==> src/rtl/pri_encoder_rr_reg.sv <==
// pri_encoder_rr_reg: registered fixed-priority / round-robin priority encoder
// with a one-entry valid/ready output stage.
module pri_encoder_rr_reg #(
  parameter int WIDTH = 16,
  parameter int OUT_W = $clog2(WIDTH)
) (
  input  logic             clk,
  input  logic             reset_n,
  input  logic             enable,
  input  logic             rr_mode,
  input  logic [WIDTH-1:0] req_in,
  input  logic             out_ready,
  output logic             out_valid,
  output logic [OUT_W-1:0] binary_out,
  output logic [WIDTH-1:0] onehot_out,
  output logic [OUT_W-1:0] rr_ptr
);
  logic             vld_q, vld_d, cap, hi_any;
  logic [OUT_W-1:0] bin_q, bin_d, ptr_q, ptr_d, winner;
  logic [WIDTH-1:0] oh_q, oh_d, rr_mask, req_hi;
  function automatic logic [OUT_W-1:0] lowest(input logic [WIDTH-1:0] v);
    lowest = '0;
    for (int i = WIDTH - 1; i >= 0; i--)
      if (v[i]) lowest = OUT_W'(i);
  endfunction
  // Masked two-pass search: requests at or above the pointer first, else wrap to all.
  always_comb begin
    rr_mask = ~((WIDTH'(1) << ptr_q) - WIDTH'(1));
    req_hi  = req_in & rr_mask;
    hi_any  = rr_mode & |req_hi;
    winner  = hi_any ? lowest(req_hi) : lowest(req_in);
    cap     = enable & |req_in & (!vld_q | out_ready);
    vld_d   = cap | (vld_q & !out_ready);
    bin_d   = cap ? winner : bin_q;
    oh_d    = cap ? WIDTH'(1) << winner : oh_q;
    ptr_d   = (cap & rr_mode) ? ((winner == OUT_W'(WIDTH - 1)) ? '0 : winner + 1'b1) : ptr_q;
  end
  always_ff @(posedge clk or negedge reset_n) begin
    if (!reset_n) begin
      vld_q <= 1'b0;
      bin_q <= '0;
      oh_q  <= '0;
      ptr_q <= '0;
    end else begin
      vld_q <= vld_d;
      bin_q <= bin_d;
      oh_q  <= oh_d;
      ptr_q <= ptr_d;
    end
  end
  assign out_valid  = vld_q;
  assign binary_out = bin_q;
  assign onehot_out = oh_q;
  assign rr_ptr     = ptr_q;
endmodule
==> config.mk <==
export PLATFORM = sky130hd
export DESIGN_NAME = pri_encoder_rr_reg
export DESIGN_NICKNAME = d
export VERILOG_FILES = /design/src/rtl/pri_encoder_rr_reg.sv
export SDC_FILE = /design/constraint.sdc
export NUM_CORES = 1
export LEC_CHECK = 0
export CAP_MARGIN = 30
export CORE_MARGIN = 4
export CORE_UTILIZATION = 50
export DETAILED_ROUTE_END_ITERATION = 8
export HOLD_SLACK_MARGIN = 0.15
export PLACE_DENSITY = 0.78
export SLEW_MARGIN = 40
export SYNTH_ARGS = -nofsm -noshare
export SYNTH_HDL_FRONTEND = slang
export SYNTH_SLANG_ARGS = --single-unit
==> constraint.sdc <==
create_clock -name clk -period 4.1 [get_ports clk]
set_clock_uncertainty 0.2 [all_clocks]
set_input_delay 0.41 -clock clk [delete_from_list [all_inputs] [get_ports clk]]
set_output_delay 0.41 -clock clk [all_outputs]
set_load 0.02 [all_outputs]
==> flow_metrics.py <==
metrics = {
    "critical_path": {
        "crit_path_start_kind": "flop",
        "worstPathRequired_ps": 4060,
        "worstSetupPathType": "reg -> reg",
        "worstPathArrival_ps": 3810,
        "cp_max_fo": 18,
        "endpoint_kind": "flop",
    },
    "global_route": {
        "met2_usage_pct": 35.59,
        "grt.busiest_layer": "met2",
        "grtUsageMet1_pct": 30.41,
        "antenna_found_initial": 0,
        "grt_use_met3_pct": 4.493,
        "grt_pass1_vias": 1875,
        "grt-ovfl-total": 0,
        "gr-usage-all-layers_pct": 22.77,
        "grt_pass1_wl_mm": 8.942,
        "grt_max_degree": 26,
    },
    "timing": {
        "final_hold_viol_count": 0,
        "setup_viol": 0,
        "report.final.slew_viol_count": 0,
        "min_period_over_period_pct": 93.75,
        "setup_tns_ps": 0,
        "tightest_slew_ps": 773.6,
        "slew_headroom_pct": 48.43,
        "period_minus_slack_ps": 3844,
        "fmax_mhz": 260.2,
        "rsz0062_at_grt": "no",
        "timing.hold.ws_ps": 276.6,
    },
    "floorplan": {
        "rows": 22,
        "die-width_um": 69.31,
        "die_h_um": 69.31,
        "core_um2": 3633,
        "dieArea_um2": 4803,
        "ios": 46,
        "initial_core_util_pct": 51.72,
    },
    "place": {
        "placed_cell_area_um2": 2376,
        "routabilityCongestion": 0.9529,
        "dpl.hpwl_mm": 4.162,
        "port_buffers": 45,
    },
    "drt": {
        "via_per_inst": 6.124,
        "wl_mm": 5.257,
        "wl_per_cell_um": 16.69,
        "vias": 1929,
        "firstDrtPassIters": 4,
        "dr.first_iter.drc_count": 102,
        "ant_nets": 0,
        "remaining_drc_errors": 0,
    },
    "cts": {
        "h-tree-depth": 1,
        "clk_pin_slew_ps": 90,
        "clk_latency_ps": 270,
        "cts.sinks": 25,
        "root_buffer": "clkbuf_8",
        "cts.path.max_buffers": 2,
        "cts_tree": "done",
        "numCtsBuffers": 3,
    },
    "worst_hold_path": {
        "hp-class": "reg -> reg",
    },
    "synth": {
        "syn-cell-area_um2": 1879,
        "synthArstFlopShare_pct": 100.0,
        "synthTopCellsByCount": "33 x nand2_1, 25 x dfrtp_1, 14 x o21ai_0",
        "yosysWarnings": 0,
        "synth.net_count": 249,
        "synth-seq-cells": 25,
        "avgSynthCellArea_um2": 8.427,
        "yosysUniqueCellTypes": 54,
        "yosysTopAreaCell": "dfrtp_1",
        "synth_edf_count": 0,
        "synthCells": 223,
        "seq_area_frac_synth_pct": 33.29,
        "synth-main-ff-cell": "dfrtp_1",
        "synth_top_cell_area_share_pct": 33.29,
        "ys_top_cells_by_area": "dfrtp_1 33%, nand2_1 6.6%, a22o_1 5.6%",
        "yosysMostFrequentCell": "nand2_1",
    },
    "final_layout": {
        "drive_gt1_share_pct": 8.240,
        "multi_input_area_um2": 1161,
        "design_area_um2": 2441,
        "fill_cells": 328,
        "syn_to_final_growth_pct": 29.89,
        "fin_nets": 294,
        "seq_area_um2": 625.6,
        "num_antenna_cells": 0,
    },
    "power_and_ir_drop": {
        "p_leak_nw": 1.043,
        "power_density_nw_per_um2": 545.7,
        "vdd.ir_drop.worst_uv": 243.7,
    },
    "run_status": {
        "status": "completed",
    },
    "job": {
        "maxCapViolations": 0,
    },
}
## area by class of cell
| cell class | instances | area share, % |
|---|---|---|
| clock inverter | 1 | 0.3075 |
| inverter | 12 | 1.845 |
| sequential | 25 | 25.63 |
| clock buffer | 3 | 1.691 |
| multi-input combinational | 174 | 47.57 |
| timing repair buffer | 52 | 20.50 |
| tap | 48 | 2.460 |
## cell families after synthesis
logic type	after synthesis	share of synthesized area, %
and+or+nand+nor	86	23.17
muxes	2	1.198
buffers and inverters	24	5.260
adders and majority gates	5	3.329
AOI/OAI and AO/OA	81	33.76
DFF	25	33.29
## routing by layer
| metal | vias to the layer above | share of wire [%] | routed length [um] |
|---|---|---|---|
| met3 | 21 | 7.5 | 396 |
| met2 | 94 | 46 | 2404 |
| li1 | 923 | - | - |
| met4 | 0 | 3.5 | 182 |
| met1 | 891 | 43 | 2273 |
| met5 | - | 0 | 0 |
## repair_timing
item	4_1_cts	5_1_grt
endpoints found under the setup margin	0	1
hold buffers	1	0
setup buffers	0	0
endpoints found under the hold margin	25	0
gates resized for setup	0	1
## final timing paths
check	from	endpoint	slack, ps	cells past startpoint
setup / recovery	rr_ptr[3]$_DFFE_PN0P_	rr_ptr[2]$_DFFE_PN0P_	260	12
setup reg to reg	rr_ptr[3]$_DFFE_PN0P_	rr_ptr[2]$_DFFE_PN0P_	260	12
max in group asynchronous	reset_n	rr_ptr[3]$_DFFE_PN0P_	2890	2
hold reg to reg	onehot_out[3]$_DFFE_PN0P_	onehot_out[3]$_DFFE_PN0P_	280	2
min in group asynchronous	reset_n	onehot_out[12]$_DFFE_PN0P_	450	2
hold / removal	onehot_out[3]$_DFFE_PN0P_	onehot_out[3]$_DFFE_PN0P_	280	2
## state kept, by name (all words and copies together) (netlist names)
name	cells
out_valid	1
rr_ptr	4
onehot_out	16
binary_out	4
## per-stage QoR
| stage | std cells | power, mW | worst slack (ps) | util, % |
|---|---|---|---|---|
| after global routing | 315 | 1.424 | 2.808 | 67.18 |
| after detailed placement | 310 | 1.172 | 335.0 | 65.39 |
| after global placement | 310 | 1.165 | 427.3 | 65.53 |
| after floorplan | 223 | 0.8860 | 258.2 | - |
| final | 315 | 1.332 | 256.1 | 67.18 |
| after CTS | 315 | 1.321 | 336.6 | 67.01 |
## report_power, final
part	total [mW]	switching, mW	internal (mW)
combinational	0.839	0.491	0.348
clock	0.145	0.0767	0.0687
sequential	0.347	0.0411	0.306
total	1.33	0.609	0.723
## cells in the final DEF, fill, tap and decap left out, types with 3 or more instances in the layout
cell type         n
clkdlybuf4s50_1  44
nand2_1          33
dfrtp_1          25
o21ai_0          14
inv_1            12
a22o_1           12
nor2_1           11
a21oi_1           9
nand2b_1          8
nand3_1           6
buf_4             6
o211ai_1          5
nor2b_1           5
ha_1              5
nor3_1            4
nor4_1            4
and2_1            3
and3_1            3
a221o_1           3
o31ai_1           3
a211oi_1          3
clkbuf_8          3
## critical path, stage by stage, from the launching register on
cell	delay, ps
dfrtp_1	400
buf_4	200
nor2_1	260
nand3b_1	120
ha_1	340
nor3_1	340
o211a_1	220
o211ai_1	200
o41ai_4	460
o311ai_1	190
a22oi_2	280
ha_1	270
mux2_2	250
(Power assumes the default switching activity.)
